==> config.mk <==
export PLATFORM = sky130hd
export DESIGN_NAME = i2s_rx
export DESIGN_NICKNAME = d
export VERILOG_FILES = /design/src/rtl/i2s_defs.sv /design/src/rtl/i2s_bit_sampler.sv /design/src/rtl/i2s_rx.sv
export SDC_FILE = /design/constraint.sdc
export NUM_CORES = 1
export LEC_CHECK = 0
export ABC_CLOCK_PERIOD_IN_PS = 1600
export BUFFER_PORTS_ARGS = -buffer_cell sky130_fd_sc_hd__buf_2
export CAP_MARGIN = 30
export CORE_MARGIN = 1.5
export CORE_UTILIZATION = 51
export DETAILED_ROUTE_END_ITERATION = 8
export MAX_ROUTING_LAYER = met4
export PLACE_DENSITY_LB_ADDON = 0.15
export SLEW_MARGIN = 5
export SYNTH_ARGS = -nofsm -noshare
export SYNTH_HDL_FRONTEND = slang
export SYNTH_SLANG_ARGS = --single-unit
==> constraint.sdc <==
create_clock -name clk -period 1.6 [get_ports clk]
set_input_delay 0.08 -clock clk [delete_from_list [all_inputs] [get_ports clk]]
set_output_delay 0.08 -clock clk [all_outputs]
set_load 0.1 [all_outputs]
==> src/rtl/i2s_defs.sv <==
// Shared definitions for the I2S receiver: FSM encoding, default word width
// and the bit-counter width helper.
package i2s_defs;

  localparam int SAMPLE_W_DEF = 16;

  typedef enum logic [1:0] {
    ST_IDLE  = 2'd0,
    ST_SYNC  = 2'd1,
    ST_LEFT  = 2'd2,
    ST_RIGHT = 2'd3
  } rx_state_e;

  // The counter has to reach SAMPLE_W itself so that it can saturate there.
  function automatic int cnt_width(input int w);
    return $clog2(w + 1);
  endfunction

endpackage

==> src/rtl/i2s_bit_sampler.sv <==
// Registers the I2S pins into the clk domain, flags bclk rising edges as bit
// events and detects word boundaries against the word select seen last event.
module i2s_bit_sampler (
  input  logic clk_i,
  input  logic rst_ni,
  input  logic bclk_i,
  input  logic lrclk_i,
  input  logic sdin_i,
  output logic bit_evt_o,
  output logic bit_o,
  output logic lr_o,
  output logic boundary_o
);

  logic bclk_q;
  logic bclk2_q;
  logic lrclk_q;
  logic sdin_q;
  logic lr_prev_q;
  logic bit_evt;

  assign bit_evt = bclk_q & ~bclk2_q;

  always_ff @(posedge clk_i or negedge rst_ni) begin
    if (!rst_ni) begin
      bclk_q    <= 1'b0;
      bclk2_q   <= 1'b0;
      lrclk_q   <= 1'b0;
      sdin_q    <= 1'b0;
      lr_prev_q <= 1'b0;
    end else begin
      bclk_q  <= bclk_i;
      bclk2_q <= bclk_q;
      lrclk_q <= lrclk_i;
      sdin_q  <= sdin_i;
      if (bit_evt) begin
        lr_prev_q <= lrclk_q;
      end
    end
  end

  assign bit_evt_o  = bit_evt;
  assign bit_o      = sdin_q;
  assign lr_o       = lrclk_q;
  // With the one-bit I2S delay the boundary bit still belongs to the old slot.
  assign boundary_o = bit_evt & (lrclk_q ^ lr_prev_q);

endmodule

==> src/rtl/i2s_rx.sv <==
// I2S receiver: frames serial data into left/right words and presents stereo
// pairs on a valid/ready interface, flagging pairs dropped for lack of space.
module i2s_rx
  import i2s_defs::*;
#(
  parameter int SAMPLE_W = SAMPLE_W_DEF
) (
  input  logic                clk,
  input  logic                resetn,
  input  logic                enable,
  input  logic                bclk,
  input  logic                lrclk,
  input  logic                sdin,
  output logic [SAMPLE_W-1:0] out_left,
  output logic [SAMPLE_W-1:0] out_right,
  output logic                out_valid,
  input  logic                out_ready,
  output logic                overrun
);

  localparam int CW = cnt_width(SAMPLE_W);

  logic bit_evt;
  logic bit_val;
  logic lr_now;
  logic boundary;

  i2s_bit_sampler u_sampler (
    .clk_i      (clk),
    .rst_ni     (resetn),
    .bclk_i     (bclk),
    .lrclk_i    (lrclk),
    .sdin_i     (sdin),
    .bit_evt_o  (bit_evt),
    .bit_o      (bit_val),
    .lr_o       (lr_now),
    .boundary_o (boundary)
  );

  rx_state_e           state_q;
  logic [SAMPLE_W-1:0] shift_q;
  logic [CW-1:0]       cnt_q;
  logic [SAMPLE_W-1:0] hold_q;
  logic [SAMPLE_W-1:0] left_q;
  logic [SAMPLE_W-1:0] right_q;
  logic                valid_q;
  logic                overrun_q;

  logic [SAMPLE_W-1:0] word_d;
  logic [CW-1:0]       cnt_d;
  logic                commit_d;

  // Bits land directly at their MSB-first position in a cleared register, so a
  // short word is already left-justified; a shift by SAMPLE_W drops the bit.
  assign word_d   = shift_q | ({bit_val, {(SAMPLE_W-1){1'b0}}} >> cnt_q);
  assign cnt_d    = (cnt_q == CW'(SAMPLE_W)) ? cnt_q : cnt_q + CW'(1);
  assign commit_d = enable && (state_q == ST_RIGHT) && boundary && !lr_now;

  always_ff @(posedge clk or negedge resetn) begin
    if (!resetn) begin
      state_q   <= ST_IDLE;
      shift_q   <= '0;
      cnt_q     <= '0;
      hold_q    <= '0;
      left_q    <= '0;
      right_q   <= '0;
      valid_q   <= 1'b0;
      overrun_q <= 1'b0;
    end else begin
      overrun_q <= 1'b0;

      // Output handshake runs regardless of enable so a pending pair survives.
      if (commit_d) begin
        if (!valid_q || out_ready) begin
          left_q  <= hold_q;
          right_q <= word_d;
          valid_q <= 1'b1;
        end else begin
          overrun_q <= 1'b1;
        end
      end else if (valid_q && out_ready) begin
        valid_q <= 1'b0;
      end

      if (!enable) begin
        state_q <= ST_IDLE;
        shift_q <= '0;
        cnt_q   <= '0;
      end else begin
        case (state_q)
          ST_IDLE: begin
            state_q <= ST_SYNC;
            shift_q <= '0;
            cnt_q   <= '0;
          end
          ST_SYNC: begin
            if (boundary && !lr_now) begin
              state_q <= ST_LEFT;
              shift_q <= '0;
              cnt_q   <= '0;
            end
          end
          ST_LEFT: begin
            if (boundary && lr_now) begin
              hold_q  <= word_d;
              shift_q <= '0;
              cnt_q   <= '0;
              state_q <= ST_RIGHT;
            end else if (bit_evt) begin
              shift_q <= word_d;
              cnt_q   <= cnt_d;
            end
          end
          ST_RIGHT: begin
            if (boundary && !lr_now) begin
              shift_q <= '0;
              cnt_q   <= '0;
              state_q <= ST_LEFT;
            end else if (bit_evt) begin
              shift_q <= word_d;
              cnt_q   <= cnt_d;
            end
          end
          default: state_q <= ST_IDLE;
        endcase
      end
    end
  end

  assign out_left  = left_q;
  assign out_right = right_q;
  assign out_valid = valid_q;
  assign overrun   = overrun_q;

endmodule

# Yosys cells after proc, flatten, opt, wreduce, memory -nomap -nowiden
# Index checks and enable logic that the tools add are counted.
# W data, S select, Z words.
[word_totals]
register_bits = 78
out_inout_bits = 34
elab_cells = 66
[op_classes]
add_sub_neg = 1
eq_ne = 8
n_shift = 1
muxes = 22
bitwise_logic = 5
reduce_logical = 16
[ops]
columns = ["op", "count"]
rows = [
  ["$mux W16", 5],
  ["$pmux W16 S4", 1],
  ["$mux W5", 6],
  ["$pmux W5 S4", 1],
  ["$or A16 B16 Y16", 1],
  ["$shr A16 B5 Y16", 1],
  ["$logic_and A1 B1 Y1", 6],
  ["$mux W2", 3],
  ["$ne A3 B3 Y1 const B", 2],
  ["$pmux W2 S3", 1],
  ["$reduce_and A2 Y1", 3],
  ["$add A5 B1 Y5 const B", 1],
  ["$eq A5 B5 Y1 const B", 1],
  ["$mux W1", 5],
  ["$eq A2 B2 Y1 const B", 2],
  ["$ne A3 B2 Y1 const B", 1],
  ["$reduce_and A3 Y1", 1],
  ["$and A1 B1 Y1", 2],
  ["$eq A2 B1 Y1 const B", 1],
  ["$logic_not A1 Y1", 2],
  ["$logic_not A2 Y1", 1],
  ["$ne A2 B1 Y1 const B", 1],
  ["$reduce_bool A2 Y1", 1],
  ["$reduce_or A2 Y1", 1],
  ["3 further kinds", 3],
]

# Logic depth before layout (Yosys ltp)
[logic_depth]
ltp_word = 7
depth_mapped = 7
mapped_depth_nobuf = 6

# Modules after synthesis
# Synthesis repeated with hierarchy kept, for this count alone.
[unflattened]
hier_cells = 277
hier_area_um2 = 3328.2
[by_module_without_submodules]
columns = ["mod", "n_inst", "cells_each", "area_each_um2"]
rows = [
  ["i2s_rx", 1, 268, 3158.0],
  ["i2s_bit_sampler", 1, 9, 170.2],
]

# Worst setup path before layout
# No wires, ideal clock.
[synth_path]
kind = "register to register"
start = "reg valid_q, in the netlist out_valid"
end = "reg left_q[10], in the netlist out_left[10]"
arrival_ns = 1.770
t_required_ns = 1.475
path_slack_ns = -0.296
path_stages_with_launch = 5
n_path_buf = 1
period_less_slack_ns = 1.896
path_cell_list = "dfrtp_1 > nand2b_1 > nor4b_4 > buf_4 > mux2_2"
[synth_via]
elab_chain_cells = 3
[synth_lines]
columns = ["item", "line_no", "text"]
rows = [
  ["start, declared", "i2s_rx.sv:46", "logic valid_q;"],
  ["start signal, assigned", "i2s_rx.sv:67", "valid_q <= 1'b0;"],
  ["start signal, assigned", "i2s_rx.sv:77", "valid_q <= 1'b1;"],
  ["start signal, assigned", "i2s_rx.sv:82", "valid_q <= 1'b0;"],
  ["$logic_not A1 Y1", "i2s_rx.sv:74", "if (!valid_q || out_ready) begin"],
  ["$logic_or A1 B1 Y1", "i2s_rx.sv:74", ""],
  ["$reduce_and A2 Y1 (no source line)", "n/a", ""],
  ["end signal, assigned", "i2s_rx.sv:75", "left_q <= hold_q;"],
  ["end, declared", "i2s_rx.sv:44", "logic [SAMPLE_W-1:0] left_q;"],
]
# Every way passes these cells.
# A chain may end at the register's enable or synchronous reset.

# Worst setup path in the final report
[layout_path]
start = "reg u_sampler.bclk2_q"
end = "reg left_q[8], in the netlist out_left[8]"
[layout_via]
elab_chain_cells = 6
[layout_lines]
columns = ["item", "line_no", "text"]
rows = [
  ["start, declared", "i2s_bit_sampler.sv:16", "logic bclk2_q;"],
  ["start signal, assigned", "i2s_bit_sampler.sv:33", "bclk2_q <= bclk_q;"],
  ["$not A1 Y1", "i2s_bit_sampler.sv:22", "assign bit_evt = bclk_q & ~bclk2_q;"],
  ["$and A1 B1 Y1", "i2s_bit_sampler.sv:22", ""],
  ["$and A1 B1 Y1", "i2s_bit_sampler.sv:46", "assign boundary_o = bit_evt & (lrclk_q ^ lr_prev_q);"],
  ["$logic_and A1 B1 Y1 (2 in series)", "i2s_rx.sv:57", "assign commit_d = enable && (state_q == ST_RIGHT) && boundary && !lr_now;"],
  ["$reduce_and A2 Y1 (no source line)", "n/a", ""],
]
# Every way passes these cells.

==> run_results.csv <==
group,metric,value,unit
route,vias,2415,
critical_path,crit_path_end_kind,"flip-flop",
yosys,synth-seq-area-share,0.5929,
cells_and_area,n_antenna_cell,0,
cells_and_area,nNetsFinal,377,
route,wl_met1,3.294,mm
route,drtIter0Drc,81,
yosys,async_flop_share,1.000,
yosys,synthAdderAreaFrac,0.007602,
route,dr_wl_met3,225,um
critical_path,startpoint,"u_sampler.bclk2_q",
route,wirelength,7.070,mm
pwr,ir_worst_vdd,607.5,uV
sta,layout_setup_ws,-0.004038,ns
global_routing,grt_max_degree,35,
floorplan,die_area,6946,sq um
route,antenna_left,0,
outcome,violations,"setup timing",
flow_run,drv_cap,0,
critical_path,rrSetupSlack,-0.004,ns
yosys,synth-simple-area-share,0.1539,
yosys,yosys.area.top_type_share,0.5929,
floorplan,dieHeight,83.34,um
cells_and_area,fillers,488,
yosys,syn_avg_cell_area,11.16,sq um
clock_tree,numCtsBuffers,9,
sta,finalCritPeriodShare,1.003,
sta,rsz0062_at_grt,"yes",
pwr,total_power,3.842,mW
sta,hold_viol,0,
floorplan,ios,41,
critical_path,worstPathRequired,1.83,ns
cells_and_area,fin_cells,450,
cells_and_area,multiInputGateArea,1330,sq um
critical_path,worst-path-max-fanout,13,
yosys,yosys_warnings,0,
yosys,synth_most_common_cell,"dfrtp_1",
sta,slew_viol_final,0,
yosys,synth_edf_count,0,
route,firstDrtPassIters,4,
yosys,synthXorXnorAreaFrac,0.002661,
pwr,power.leakage,2.077,nW
yosys,synthesis.nets,304,
critical_path,cp-start-kind,"flip-flop",
route,detail_route.wl_per_cell,15.71,um
cells_and_area,post-route-util,0.6723,
critical_path,cp.arrival,1.84,ns
floorplan,dieWidth,83.34,um
yosys,yosysUniqueCellTypes,43,
global_routing,grt.total_usage,0.2064,
yosys,yosys-top-cells-area,"dfrtp_1 (59%), mux2_2 (5.8%), a21oi_1 (4.9%)",
hold_path,min_from,"enable",
clock_tree,cts_max_path_buffers,2,
cells_and_area,drive_above_1_share,0.3432,
floorplan,rows,29,
yosys,synth-seq-cells,78,
route,dr_wl_met2,3.429,mm
yosys,synthMuxAreaShare,0.06119,
outcome,status,"finished with violations",
sta,max_slew_margin,0.6749,
route,routed.top_layer,"met4",
sta,setup_tns,-0.004038,ns
global_routing,grt_pass1_wl,10.91,mm
yosys,netlist_area,3292,sq um
floorplan,core_area,6277,sq um
clock_tree,cts.clk_slew.worst_paths,0.08,ns
placed_design,dp_slack,-0.02009,ns
sta,setup_viol,1,
sta,finalCriticalPeriod,1.604,ns
sta,fmax,0.6234,GHz
clock_tree,cts_root_buf,"clkbuf_8",
route,drc,0,
pwr,powerDensity,910.4,nW/um^2
placed_design,placed_cells,421,
yosys,netlist_instances,295,
clock_tree,htree_num_levels,3,
yosys,yosys-top-cells-count,"dfrtp_1 (78), a21oi_1 (32), nor2_1 (31), nand2_1 (30), o21ai_0 (19)",
global_routing,antenna_found_initial,0,
cells_and_area,final_area,4220,sq um
placed_design,place_area,3770,sq um
clock_tree,clk_latency,0.35,ns
yosys,synth-compound-area-share,0.1460,
sta,clock_skew,0.009690,ns
sta,tightest_slew,0.4911,ns
yosys,synth_area_leader_cell,"dfrtp_1",
critical_path,slowest_delay,0.39,ns
placed_design,place_congestion,0.7761,
yosys,ys.flop_type,"dfrtp_1",
placed_design,dp_hpwl,4.427,mm
yosys,synth_top_family_by_area,"simple AND/OR/NAND/NOR gates",
critical_path,path_cells,"nand3b_4, nor4b_4, buf_4, buf_12, mux2_2",
placed_design,port_buffers,40,
global_routing,grt_overflow,0,
global_routing,grt_pass1_vias,2295,
cells_and_area,seqCellArea,1958,sq um
critical_path,criticalPathCategory,"flip-flop to flip-flop",
route,routed_via_density,5.367,
sta,fin_hold_ws,0.02127,ns
critical_path,cpMaxStageDelayCell,"dfrtp_1",
floorplan,initial_utilization,0.5244,
critical_path,r2r-start,"u_sampler.bclk2_q",
clock_tree,cts.sinks,78,
cells_and_area,syn2layout_area_growth,28.20,%
hold_path,hp-class,"primary input to flip-flop",
clock_tree,cts_tree,"done",
[routing by layer]
metal  up-vias  GRT usage
met5         -          -
met4         0    0.08939
met3        11    0.04473
met2        49     0.3348
met1      1178     0.2503
li1       1177          -
[state kept, by name (all words and copies together), names as in the netlist]
register and flops:
u_sampler.lr_o 1, out_valid 1, u_sampler.bclk2_q 1, u_sampler.bit_o 1, out_left 16, out_right 16, hold_q 16, u_sampler.bclk_q 1
u_sampler.lr_prev_q 1, overrun 1, state_q 2, shift_q 16, cnt_q 5
[power breakdown]
group | switching (mW) | internal [mW] | leakage [nW]
Clock | 0.742 | 0.732 | 0.0895
Combinational | 0.234 | 0.113 | 0.917
Sequential | 0.0254 | 2.00 | 1.07
Total | 1.00 | 2.84 | 2.08
[timing repair]
item                       CTS  global route
setup endpoints to repair   22            39
gates resized for setup      3            20
hold endpoints to repair    35             0
gates cloned                 0             3
hold buffers                 5             0
setup buffers                0             5
pin swaps                    0             3
[final cells by class]
class / count / share of cell area
clock buffer: 10 / 0.03024
multi-input combinational: 194 / 0.3152
sequential: 78 / 0.4640
inverter: 3 / 0.002668
timing repair buffer: 82 / 0.1485
tap: 77 / 0.02283
clock inverter: 6 / 0.01660
[critical path: cells and delay by family (launching register included)]
kind / cells / cell delay [ns]
buffers and inverters: 2 / 0.30
multiplexers: 1 / 0.34
AND/OR/NAND/NOR: 2 / 0.45
flip-flops: 1 / 0.39
[layout by cell type, fill, tap and decap left out, drive strengths merged, types with 4 or more instances in the layout]
cell,n
a21oi,32
o21ai,20
mux2,17
nor4b,4
o21a,11
buf,75
dlygate4sd3,5
nor2,31
inv,5
a32o,5
nor2b,9
dfrtp,78
clkbuf,12
nand2,30
[worst paths after layout]
| kind | cells past startpoint | to |
|---|---|---|
| worst max register to register | 5 | out_left[8] |
| max in group asynchronous | 3 | out_right[14] |
| min in group asynchronous | 2 | out_left[10] |
| worst min-delay path | 2 | state_q[1] |
| worst max-delay path | 5 | out_left[8] |
| worst min register to register | 0 | u_sampler.bclk2_q |
[cell families (layout without fill, tap and decap cells)]
logic type,after synthesis,in the layout
compound gates,78,78
xor+xnor,1,1
fa+ha+maj,2,2
buf+inv,23,101
flops,78,78
mux,18,18
simple gates,95,95
No activity file was read; power rests on OpenSTA's default activity.
